`src/rtl/cnn_pkg.sv`:
```
// Types and helpers shared by the CNN layer blocks.
// Holds the handshake FSM state encoding and a word-size-generic ReLU.
package cnn_pkg;

  typedef enum logic {eIDLE, eSEND} state_e;

  // Widest word any layer may hand to relu(); narrower words are zero-extended in.
  localparam int unsigned MAX_WORD_SIZE = 64;
  localparam int unsigned SIGN_POS_W    = $clog2(MAX_WORD_SIZE);

  // Clamp a signed word of word_size bits to zero when negative; otherwise pass it.
  function automatic logic [MAX_WORD_SIZE-1:0] relu(
    input logic [MAX_WORD_SIZE-1:0] word,
    input int unsigned              word_size
  );
    logic [SIGN_POS_W-1:0] sign_pos;
    sign_pos = SIGN_POS_W'(word_size - 1);
    relu     = word;
    if (word[sign_pos]) begin
      relu = '0;
    end
  endfunction

endpackage

```
`src/rtl/conv_output_serializer.sv`:
```
// Buffers one conv-layer output vector and streams it word by word (word 0 first)
// over a valid/yumi handshake, optionally applying ReLU on the way out.
module conv_output_serializer
  import cnn_pkg::*;
#(
  parameter int NUM_WORDS  = 3,
  parameter int WORD_SIZE  = 16,
  parameter bit APPLY_RELU = 1'b1
) (
  input  logic                                 clk_i,
  input  logic                                 reset_i,
  input  logic                                 valid_i,
  output logic                                 yumi_o,
  input  logic [NUM_WORDS-1:0][WORD_SIZE-1:0] data_i,
  output logic                                 valid_o,
  input  logic                                 yumi_i,
  output logic [WORD_SIZE-1:0]                 data_o,
  output logic                                 first_o,
  output logic                                 last_o
);

  localparam int IDX_W = (NUM_WORDS > 1) ? $clog2(NUM_WORDS) : 1;
  localparam logic [IDX_W-1:0] LAST_IDX = IDX_W'(NUM_WORDS - 1);

  state_e                              state_q, state_d;
  logic [IDX_W-1:0]                    idx_q, idx_d;
  logic [NUM_WORDS-1:0][WORD_SIZE-1:0] buf_q, buf_d;

  logic                 at_last;
  logic                 accept;
  logic [WORD_SIZE-1:0] cur_word;
  logic [WORD_SIZE-1:0] out_word;

  assign at_last  = (idx_q == LAST_IDX);
  assign cur_word = buf_q[idx_q];

  always_comb begin
    state_d = state_q;
    idx_d   = idx_q;
    buf_d   = buf_q;
    accept  = 1'b0;
    valid_o = 1'b0;

    case (state_q)
      eIDLE: begin
        accept = valid_i && !reset_i;
        if (accept) begin
          buf_d   = data_i;
          idx_d   = '0;
          state_d = eSEND;
        end
      end
      eSEND: begin
        valid_o = 1'b1;
        if (yumi_i) begin
          if (!at_last) begin
            idx_d = idx_q + 1'b1;
          end else begin
            idx_d = '0;
            // Reload on the last word's handshake so the next vector follows with no bubble.
            if (valid_i && !reset_i) begin
              accept = 1'b1;
              buf_d  = data_i;
            end else begin
              state_d = eIDLE;
            end
          end
        end
      end
      default: state_d = eIDLE;
    endcase
  end

  assign yumi_o = accept;

  always_ff @(posedge clk_i or posedge reset_i) begin
    if (reset_i) begin
      state_q <= eIDLE;
      idx_q   <= '0;
      buf_q   <= '0;
    end else begin
      state_q <= state_d;
      idx_q   <= idx_d;
      buf_q   <= buf_d;
    end
  end

  if (APPLY_RELU) begin : g_relu
    assign out_word = WORD_SIZE'(relu(MAX_WORD_SIZE'(cur_word), 32'(WORD_SIZE)));
  end else begin : g_pass
    assign out_word = cur_word;
  end

  assign data_o  = valid_o ? out_word : '0;
  assign first_o = valid_o && (idx_q == '0);
  assign last_o  = valid_o && at_last;

endmodule

```
`config.mk`:
```
export PLATFORM = sky130hd
export DESIGN_NAME = conv_output_serializer
export DESIGN_NICKNAME = d
export VERILOG_FILES = /design/src/rtl/cnn_pkg.sv /design/src/rtl/conv_output_serializer.sv
export SDC_FILE = /design/constraint.sdc
export NUM_CORES = 1
export LEC_CHECK = 0
export BUFFER_PORTS_ARGS = -buffer_cell sky130_fd_sc_hd__buf_4
export CORE_AREA = 4 4 96 98
export CTS_CLUSTER_DIAMETER = 200
export CTS_CLUSTER_SIZE = 24
export DETAILED_ROUTE_END_ITERATION = 10
export DIE_AREA = 0 0 100 102
export HOLD_SLACK_MARGIN = 0.03
export SLEW_MARGIN = 20
export SYNTH_ARGS = -nofsm -noshare
export SYNTH_HDL_FRONTEND = slang
export SYNTH_SLANG_ARGS = --single-unit
```
`constraint.sdc`:
```
create_clock -name clk_i -period 1.4 [get_ports clk_i]
set_input_delay 0.07 -clock clk_i [delete_from_list [all_inputs] [get_ports clk_i]]
set_output_delay 0.07 -clock clk_i [all_outputs]
set_load 0.01 [all_outputs]
```
After elaboration in Yosys (flattened, before gate mapping):

Index checks and enable logic that the tools add are counted.

* memories kept: 0
* input port bits: 52
* bits in read-only memories: 0
* register bits: 51
* memory bits (writable): 0
* bits in latches: 0
* output and inout port bits: 20
* logic and storage cells: 39

* shifts and indexed selects: 0
* equality and inequality tests: 4
* multiplexer cells: 20
* $lt $le $gt $ge: 1
* add/sub/neg operators: 1
* div/mod/pow operators: 0
* bitwise gates (word level): 1
* reductions and logical operators: 7
* $mul: 0

Operators with widths (number)
* $mux 48: 3
* $pmux 48 s2: 1
* $bmux 16 s2: 1
* $mux 16: 2
* $mux 15: 1
* $mux 1: 6
* $mux 2: 3
* $ne 2x2->1 const B: 2
* $pmux 1 s2: 2
* $pmux 2 s2: 1
* $reduce_and 2->1: 2
* $logic_and 1x1->1: 3
* $lt 2x3->1 const B: 1
* $add 2x1->2 const B: 1
* $eq 2x2->1 const B: 1
* $logic_not 2->1: 1
* $ne 2x1->1 const B: 1
* $logic_not 1->1: 1
* $not 1->1: 1

Longest topological paths before layout:

* word-level depth: 6
* gate-level depth with buffers: 6
* gate-level depth less buffers: 3

Worst setup path before layout:

Ideal clock, no wire load.

* path kind: reg2reg
* start point: reg idx_q[0]
* end point: reg buf_q[0] (netlist bit)
* data arrival time: 1425 ps
* path slack: -150 ps
* required time: 1275 ps
* clock period less this slack: 1550 ps
* cell stages (with the launch flop): 7
* path buffers: 3
* library setup time: 125 ps
* path through: dfrtp_1 -> buf_2 -> nand3b_4 -> a21oi_4 -> buf_6 -> buf_8 -> mux2_4

* cells in the longest elaborated chain, start to end: 3

RTL lines
* start, declared: RTL line conv_output_serializer.sv:26 `logic [IDX_W-1:0] idx_q, idx_d;`
* start signal, assigned: RTL line conv_output_serializer.sv:83 `idx_q <= idx_d;`
* $eq 2x2->1: RTL line conv_output_serializer.sv:34 `assign at_last = (idx_q == LAST_IDX);`
* $ne 2x1->1 (no line)
* $reduce_and 2->1 (no line)
* end signal, assigned: RTL line conv_output_serializer.sv:84 `buf_q <= buf_d;`
* end, declared: RTL line conv_output_serializer.sv:27 `logic [NUM_WORDS-1:0][WORD_SIZE-1:0] buf_q, buf_d;`

Every way passes these cells.
A chain may end at the register's enable or synchronous reset.

Worst setup path after layout:

* start point: reg idx_q[0]
* end point: out data_o[6]

* cells in the longest elaborated chain, start to end: 4

RTL lines
* $bmux 16 s2: RTL line conv_output_serializer.sv:35 `assign cur_word = buf_q[idx_q];`
* $mux 16 (implied by the code): RTL line conv_output_serializer.sv:35
* $mux 15: RTL line cnn_pkg.sv:19 `if (word[sign_pos]) begin`
* $mux 16: RTL line conv_output_serializer.sv:94 `assign data_o = valid_o ? out_word : '0;`
* end, declared: RTL line conv_output_serializer.sv:17 `output logic [WORD_SIZE-1:0] data_o,`

Every way passes these cells. The select of a mux whose other input is x is not followed.

==> metrics.cfg <==
[timing]
skew_ns = 0.0131
hold_viol = 0
finalWorstSetupSlack_ns = -0.372
rsz0062_at_grt = true
setup_violations = 66
slew_violations = 0
final.min_clock_period_ns = 1.77
post-route-period-util = 1.27
fmax_mhz = 564

[routing]
wire_per_inst_um = 16.2
drc = 0
ant_nets = 0
wl_um = 7150
via_per_inst = 4.45
drt_iter0_drc = 102
first_pass_iters = 4
vias = 1959

[logic_synthesis]
synth_area_um2 = 2460
netlist_instances = 192
synth.distinct_cells = 25
synth-async-reset-ratio = 1.00
synth.yosys.warnings = 0
avgSynthCellArea_um2 = 12.8
synth_edf_count = 0
ys.flop_type = dfrtp_1
synthesis.nets = 244
synth_seq_area_share = 0.518
ys_ff_latch = 51

[global_route]
grt_max_degree = 52
first_global_vias = 2187
grt_pass1_wl_um = 11300
grt_antenna_before_repair = 0
grt_usage = 0.143
grt.overflow.total = 0

[cells_and_area]
drive_gt1_frac = 0.536
antennaDiodeCount = 0
fin_area_um2 = 4210
area_delta_synth_final_pct = 70.8
fin_nets = 383
fin_cells = 440

[die]
start_util = 0.291
io-pin-count = 72
rows = 34
die-area_um2 = 10200
core_um2 = 8470
die_x_um = 100
fp.dieH_um = 102

[worst_setup_path]
crit_path_max_fanout = 11
start_kind = register
worstPathRequired_ns = 1.33
cp.arrival_ns = 1.70
end_kind = output port
worstSetupPathType = reg2out

[hold_path]
hold_path_class = in2reg

[power]
power.combinational.fraction = 0.572
power_w = 0.00816
irDropWorstVdd_mv = 0.755
p_per_area_nw_per_um2 = 1940
p_int_w = 0.00545
pwr-share-seq = 0.323
p_leak_nw = 1.95
power_frac_clock = 0.105
p_switching_w = 0.00271
sw_frac_of_total = 0.332

[placement]
hpwl_um = 4040
gp_congestion = 0.701
io_buffers = 70
place_area_um2 = 3170
dp_cells = 371

[clock_network]
clock_latency_ns = 0.31
cts_buffers = 5
cts_tree = yes
clkTransAtPathRegs_ns = 0.09
clockBufferDepth = 2
clock-root-buffer = clkbuf_8
cts.sinks = 51
ctsHtreeMaxLevel = 2

[run_status]
violations = setup timing
status = finished, violations left

[run]
drv_cap = 0

[registers in the layout, indices dropped and copies added (netlist names)]
signal	count
state_q	1
buf_q	48
idx_q	2
[cells in the final DEF, fill, tap and decap left out, drive strengths merged]
master       count
dfrtp           51
nor2b            1
dlygate4sd3     49
mux2            48
or2             14
a21oi           15
nand2b           3
buf             96
mux2i           16
clkinv           1
conb             1
clkbuf           6
clkinvlp         1
nor2             2
inv              1
and2             1
nand2           19
o2bb2ai          2
nand3b           2
o211ai           1
o21a             1
o22a             1
[critical path, stage by stage, from the launching register on]
cell and delay [ns]:
dfrtp_1 0.41, buf_6 0.14, mux2i_1 0.22, o211ai_1 0.16
buf_6 0.19, a21oi_2 0.14, buf_4 0.14
[area by class of cell]
type	count	area, um^2
Fill cell	735	4260
Inverter	1	3.75
Clock buffer	6	72.6
Multi-Input combinational cell	127	1290
Sequential cell	51	1280
Clock inverter	2	12.5
Tap cell	108	135
Timing Repair Buffer	145	1420
[path summary, 6_finish.rpt]
check | from | endpoint | slack (ns) | depth (start not counted)
setup / recovery | idx_q[0] | data_o[6] | -0.37 | 6
hold / removal | yumi_i | idx_q[1] | 0.06 | 3
setup reg to reg | idx_q[1] | buf_q[38] | -0.25 | 7
hold reg to reg | buf_q[18] | buf_q[18] | 0.52 | 1
max in group asynchronous | reset_i | buf_q[16] | 0.78 | 4
min in group asynchronous | reset_i | state_q | 0.37 | 4
[per-layer routing]
layer | vias to the layer above | global-route usage | share of wire
met4 | 0 | 0.0456 | 0.017
met3 | 8 | 0.0232 | 0.038
li1 | 936 | - | -
met5 | - | 0 | 0
met1 | 970 | 0.190 | 0.45
met2 | 45 | 0.240 | 0.50
[what timing repair did]
action	CTS	global route
endpoints found under the hold margin	99	0
endpoints found under the setup margin	66	66
resized for setup	68	8
cloned	6	0
hold buffers	49	0
buffers inserted	10	0
pin swaps	5	1
[power by group through the flow]
stage	clock network [W]	logic (W)	registers [W]
after global placement	0	0.00350	0.00263
final	0.000857	0.00467	0.00264
after CTS	0.000884	0.00470	0.00263
after floorplan	0	0.00231	0.00253
after detailed placement	0	0.00356	0.00264
after global routing	0.000921	0.00500	0.00274
[kinds of logic (layout without fill, tap and decap cells)]
group                  Yosys count  after routing  synth area share
multiplexers                    64             64             0.298
flip-flops                      51             51             0.518
other                            1              1           0.00152
buffers and inverters           14            154            0.0386
AND/OR/NAND/NOR                 42             42            0.0915
AO/OA/AOI/OAI                   20             20            0.0518
[synthesized netlist by cell type, types with 2 or more instances]
library cell,count,share of area
mux2_4,9,0.055
nand2b_1,3,0.0076
nand2_1,19,0.029
dfrtp_1,51,0.52
clkbuf_1,2,0.0030
buf_4,5,0.015
a21oi_1,14,0.028
mux2i_1,16,0.065
o2bb2ai_1,2,0.0071
mux2_2,39,0.18
or2_2,14,0.036
nor2_1,2,0.0030
buf_2,4,0.0081
[stage by stage]
stage	hold WS, ns	utilization	setup WS [ns]	TNS, ns
after detailed placement	0.157	0.375	-0.100	-3.25
final	0.0560	0.497	-0.372	-14.17
after CTS	0.0489	0.503	-0.351	-12.85
after global routing	0.0603	0.497	-0.454	-18.78
after global placement	0.155	0.375	-0.0421	-0.866
after floorplan	0.207	-	-0.103	-1.62
Note: power is estimated with default switching activity, not from simulation.
